[src/rtl/and_32_pkg.sv]
// Shared sizing, types and tree-shape helper for the and_32 all-ones detector.
package and32_pkg;

    localparam int AND32_WIDTH = 32;
    localparam int AND32_IDX_W = $clog2(AND32_WIDTH);

    typedef logic [AND32_WIDTH-1:0] and32_vec_t;
    typedef logic [AND32_IDX_W-1:0] and32_idx_t;

    // Number of signals entering tree level `level` (level 0 is the input vector).
    function automatic int and32_level_nodes(input int width, input int fan_in, input int level);
        int n;
        n = width;
        for (int i = 0; i < level; i++) begin
            n = (n + fan_in - 1) / fan_in;
        end
        return n;
    endfunction

endpackage

[src/rtl/and_32_node.sv]
// One AND-tree node: FAN_IN-input AND, plus lowest-zero index select when
// AND32_ZERO_IDX_EN is defined.
module and_tree_node #(
    parameter int FAN_IN = 4,
    parameter int IDX_W  = 5
) (
    input  logic [FAN_IN-1:0]            in_bits,
`ifdef AND32_ZERO_IDX_EN
    input  logic [FAN_IN-1:0][IDX_W-1:0] in_idx,
    output logic [IDX_W-1:0]             out_idx,
`endif
    output logic                         out_bit
);

    assign out_bit = &in_bits;

`ifdef AND32_ZERO_IDX_EN
    // Inputs are ordered by bit position, so the lowest zero child carries the lowest zero index.
    always_comb begin
        out_idx = '0;
        for (int k = FAN_IN - 1; k >= 0; k--) begin
            if (in_bits[k] == 1'b0) begin
                out_idx = in_idx[k];
            end
        end
    end
`endif

endmodule

[src/rtl/and_32.sv]
// WIDTH-bit AND-reduction with a combinational result and a registered, valid-qualified copy.
// Optional lowest-zero index outputs are enabled by defining AND32_ZERO_IDX_EN.
module and_32
    import and32_pkg::*;
#(
    parameter int WIDTH  = AND32_WIDTH,
    parameter int FAN_IN = 4
) (
    input  logic                      clk,
    input  logic                      rst,
    input  logic [WIDTH-1:0]          a,
    input  logic                      in_valid,
    output logic                      y,
`ifdef AND32_ZERO_IDX_EN
    output logic [$clog2(WIDTH)-1:0]  zero_idx,
    output logic [$clog2(WIDTH)-1:0]  zero_idx_q,
`endif
    output logic                      y_q,
    output logic                      y_q_valid
);

    localparam int IDX_W = $clog2(WIDTH);

    function automatic int num_levels();
        int n;
        int lv;
        n  = WIDTH;
        lv = 0;
        while (n > 1) begin
            n  = (n + FAN_IN - 1) / FAN_IN;
            lv = lv + 1;
        end
        return lv;
    endfunction

    localparam int LEVELS = num_levels();

    // Each level narrows by FAN_IN; a partially filled node is padded with ones so it cannot mask a zero.
    for (genvar l = 0; l < LEVELS; l++) begin : g_lvl
        localparam int N_IN  = and32_level_nodes(WIDTH, FAN_IN, l);
        localparam int N_OUT = and32_level_nodes(WIDTH, FAN_IN, l + 1);

        logic [N_IN-1:0]  lvl_in;
        logic [N_OUT-1:0] lvl_out;
`ifdef AND32_ZERO_IDX_EN
        logic [N_IN-1:0][IDX_W-1:0]  lvl_in_idx;
        logic [N_OUT-1:0][IDX_W-1:0] lvl_out_idx;
`endif

        if (l == 0) begin : g_src
            assign lvl_in = a;
`ifdef AND32_ZERO_IDX_EN
            for (genvar k = 0; k < N_IN; k++) begin : g_leaf
                assign lvl_in_idx[k] = IDX_W'(k);
            end
`endif
        end else begin : g_src
            assign lvl_in = g_lvl[l-1].lvl_out;
`ifdef AND32_ZERO_IDX_EN
            assign lvl_in_idx = g_lvl[l-1].lvl_out_idx;
`endif
        end

        for (genvar j = 0; j < N_OUT; j++) begin : g_node
            logic [FAN_IN-1:0] node_bits;
`ifdef AND32_ZERO_IDX_EN
            logic [FAN_IN-1:0][IDX_W-1:0] node_idx;
`endif
            for (genvar k = 0; k < FAN_IN; k++) begin : g_in
                if (j * FAN_IN + k < N_IN) begin : g_real
                    assign node_bits[k] = lvl_in[j*FAN_IN+k];
`ifdef AND32_ZERO_IDX_EN
                    assign node_idx[k]  = lvl_in_idx[j*FAN_IN+k];
`endif
                end else begin : g_pad
                    assign node_bits[k] = 1'b1;
`ifdef AND32_ZERO_IDX_EN
                    assign node_idx[k]  = '0;
`endif
                end
            end

            and_tree_node #(
                .FAN_IN (FAN_IN),
                .IDX_W  (IDX_W)
            ) u_node (
                .in_bits (node_bits),
`ifdef AND32_ZERO_IDX_EN
                .in_idx  (node_idx),
                .out_idx (lvl_out_idx[j]),
`endif
                .out_bit (lvl_out[j])
            );
        end
    end

    assign y = g_lvl[LEVELS-1].lvl_out[0];
`ifdef AND32_ZERO_IDX_EN
    assign zero_idx = g_lvl[LEVELS-1].lvl_out_idx[0];
`endif

    logic y_out_d, y_out_q;
    logic y_vld_d, y_vld_q;
`ifdef AND32_ZERO_IDX_EN
    logic [IDX_W-1:0] zidx_d, zidx_q;
`endif

    // Output stage: capture only on in_valid; hold data otherwise but never flag it valid.
    always_comb begin
        y_out_d = y_out_q;
        y_vld_d = in_valid;
`ifdef AND32_ZERO_IDX_EN
        zidx_d  = zidx_q;
`endif
        if (in_valid) begin
            y_out_d = y;
`ifdef AND32_ZERO_IDX_EN
            zidx_d  = zero_idx;
`endif
        end
    end

    always_ff @(posedge clk) begin
        if (rst) begin
            y_out_q <= 1'b0;
            y_vld_q <= 1'b0;
`ifdef AND32_ZERO_IDX_EN
            zidx_q  <= '0;
`endif
        end else begin
            y_out_q <= y_out_d;
            y_vld_q <= y_vld_d;
`ifdef AND32_ZERO_IDX_EN
            zidx_q  <= zidx_d;
`endif
        end
    end

    assign y_q       = y_out_q;
    assign y_q_valid = y_vld_q;
`ifdef AND32_ZERO_IDX_EN
    assign zero_idx_q = zidx_q;
`endif

endmodule

[config.mk]
export PLATFORM = sky130hd
export DESIGN_NAME = and_32
export DESIGN_NICKNAME = d
export VERILOG_FILES = /design/src/rtl/and_32_pkg.sv /design/src/rtl/and_32_node.sv /design/src/rtl/and_32.sv
export SDC_FILE = /design/constraint.sdc
export NUM_CORES = 1
export LEC_CHECK = 0
export CAP_MARGIN = 15
export CORE_AREA = 5 5 42 44
export CTS_CLUSTER_SIZE = 24
export DETAILED_ROUTE_END_ITERATION = 8
export DIE_AREA = 0 0 47 49
export PLACE_DENSITY = 0.6
export SYNTH_ARGS = -nofsm -noshare
export SYNTH_HDL_FRONTEND = slang
export SYNTH_SLANG_ARGS = --single-unit
[constraint.sdc]
create_clock -name clk -period 3.5 [get_ports clk]
set_clock_uncertainty 0.2 [all_clocks]
set_input_delay 1.05 -clock clk [delete_from_list [all_inputs] [get_ports clk]]
set_output_delay 1.05 -clock clk [all_outputs]
set_load 0.05 [all_outputs]
==> flow_metrics.py <==
metrics = {
    "timing": {
        "final.period_utilization": 0.978,
        "relSlewSlack": 0.672,
        "whs_ns": 0.300,
        "fmax_ghz": 0.292,
        "slew_viol_final": 0,
        "worst_pin_slew_ns": 0.491,
        "hold_viol": 0,
        "rsz0062_at_grt": "false",
        "setup_viol": 0,
        "min_period_ns": 3.42,
    },
    "clocking": {
        "cts.sinks": 2,
        "clk_latency_ns": 0.22,
        "root_buffer": "clkbuf_4",
        "clkTransAtPathRegs_ns": 0.03,
        "cts_buffers": 3,
        "tritoncts": "done",
        "postCtsSetupRepairBufs": 0,
        "cts.htree.levels": 1,
        "cts_buffer_depth": 2,
    },
    "global_routing": {
        "grt_pass1_wl_um": 1260,
        "grt_max_degree": 4,
        "overflow": 0,
        "antenna_found_initial": 0,
        "grt_pass1_vias": 348,
        "grtUsageTotal": 0.0731,
    },
    "critical_path": {
        "end_kind": "output pin",
        "r2r_end": "y_q",
        "start_kind": "input pin",
        "r2r_cells": 2,
        "path_max_fanout": 2,
        "worstSetupPathType": "in2out",
        "regToRegSetupSlack_ns": 2.72,
        "crit_start": "a[22]",
        "timing.rr.start": "y_q",
        "required_ns": 2.25,
        "crit_arrival_ns": 2.17,
    },
    "yosys": {
        "syn_inst": 17,
        "synth_commonest_cells": "nand4_1 (8), dfxtp_1 (2), nor2_1 (2)",
        "synth_area_leaders": "nand4_1 (35%), dfxtp_1 (28%), o41ai_2 (11%)",
        "ys_warn_count": 0,
        "synth_top_area_frac": 0.348,
        "ys_ff_latch": 2,
        "syn_nets": 52,
        "synth_edf_count": 0,
        "synth_top_area_cell": "nand4_1",
        "yosysSeqAreaShare": 0.278,
        "yosys.cell_types.count": 8,
        "ys.flop_type": "dfxtp_1",
        "syn_avg_cell_area_um2": 8.46,
        "syn-cell-area_um2": 144,
        "yosysMostFrequentCell": "nand4_1",
        "async_reset_ff_frac": 0,
    },
    "hold_path": {
        "holdPathStages": 2,
        "min_to": "y_q",
        "hp-class": "reg2reg",
        "min_from": "y_q",
    },
    "drt": {
        "route.detailed.drc": 0,
        "avgViaCountPerCell": 4.27,
        "vias": 320,
        "wire_per_inst_um": 10.6,
        "drt-total-wl_um": 796,
        "first_iter_violations": 5,
        "drtPass1Iterations": 2,
        "ant_nets": 0,
    },
    "placement": {
        "gp_congestion": 0.606,
        "post_dp_cell_area_um2": 562,
        "dp_cells": 72,
        "io_buffers": 37,
    },
    "power": {
        "power_frac_seq": 0.222,
        "switching_power_uw": 23.2,
        "internal_power_uw": 83.7,
        "switching_share": 0.217,
        "p_leak_nw": 0.254,
        "p_total_uw": 107,
        "clkPwrFrac": 0.488,
        "power_frac_comb": 0.290,
        "power_density_mw_per_mm2": 193,
        "vdd_drop_max_mv": 0.0939,
    },
    "die": {
        "dieArea_mm2": 0.00230,
        "die_h_um": 49,
        "initial_utilization": 0.103,
        "row_count": 14,
        "dieWidth_um": 47,
        "ioPinCount": 38,
        "core_mm2": 0.00140,
    },
    "final_layout": {
        "design_area_um2": 553,
        "syn_to_final_growth_pct": 284,
        "antenna_cells": 0,
        "stdcell_count": 75,
        "final_nets": 96,
        "utilization": 0.395,
        "drive_gt1_frac": 0.169,
    },
    "status": {
        "status": "complete, no violations",
    },
    "job": {
        "drv_cap": 0,
    },
}
[worst max-delay path, cell delays in order]
cell and delay, ns:
dlygate4sd2_1 0.19, nand4_1 0.09, or4_4 0.56, nor2_4 0.14, buf_12 0.14
[area by class of cell]
type                       count  area, um^2
fill                         162         848
timing repair buffer          39         355
multi-input combinational     14         111
sequential                     2        40.0
clock buffer                   3        22.5
tap                           16        20.0
inverter                       1        3.75
[state kept, by name, summed over array words and instances (netlist names)]
register	flops
y_q_valid	1
y_q	1
[logic make-up after synthesis]
logic type	count (synthesis)	share of synthesized area
AO/OA/AOI/OAI	1	0.113
AND/OR/NAND/NOR	13	0.583
buffers and inverters	1	0.0261
flip-flops	2	0.278
[layout by cell type, fill, tap and decap left out]
| cell | count |
|---|---|
| buf_4 | 2 |
| clkdlybuf4s50_1 | 4 |
| buf_12 | 1 |
| dfxtp_1 | 2 |
| nand3b_1 | 1 |
| inv_1 | 1 |
| o41ai_2 | 1 |
| dlygate4sd2_1 | 32 |
| clkbuf_4 | 3 |
| nor2_1 | 1 |
| or4_4 | 2 |
| nor2_4 | 1 |
| nand4_1 | 8 |
[per-stage QoR]
step,setup slack [ns],setup TNS [ns]
after floorplan,0.121,0
after global placement,-0.229,-0.229
after detailed placement,-0.232,-0.232
after CTS,0.0708,0
after global routing,0.00979,0
final,0.0779,0
[timing repair]
item,CTS,global route
gates resized for setup,34,0
hold buffers,0,0
endpoints found under the setup margin,1,0
[power by group through the flow]
stage               registers, mW  logic [mW]  clock network [mW]
finish                     0.0237      0.0310              0.0521
detailed placement         0.0240      0.0439                   0
global placement           0.0240      0.0436                   0
global route               0.0238      0.0333              0.0557
CTS                        0.0237      0.0315              0.0555
floorplan                  0.0262     0.00231                   0
[routing by layer]
layer | vias to the layer above | global-route usage | part of all wire
li1 | 158 | - | -
met1 | 131 | 0.0808 | 0.40
met2 | 31 | 0.0928 | 0.36
met3 | 0 | 0.0849 | 0.24
met4 | 0 | 0.0138 | 0
met5 | - | 0 | 0
[worst max-delay path by stage]
stage               to  cells after the start
finish               y                      5
global route         y                      5
CTS                  y                      5
detailed placement   y                      5
global placement     y                      5
floorplan            y                      3
Power figures use the tool's default switching activity.
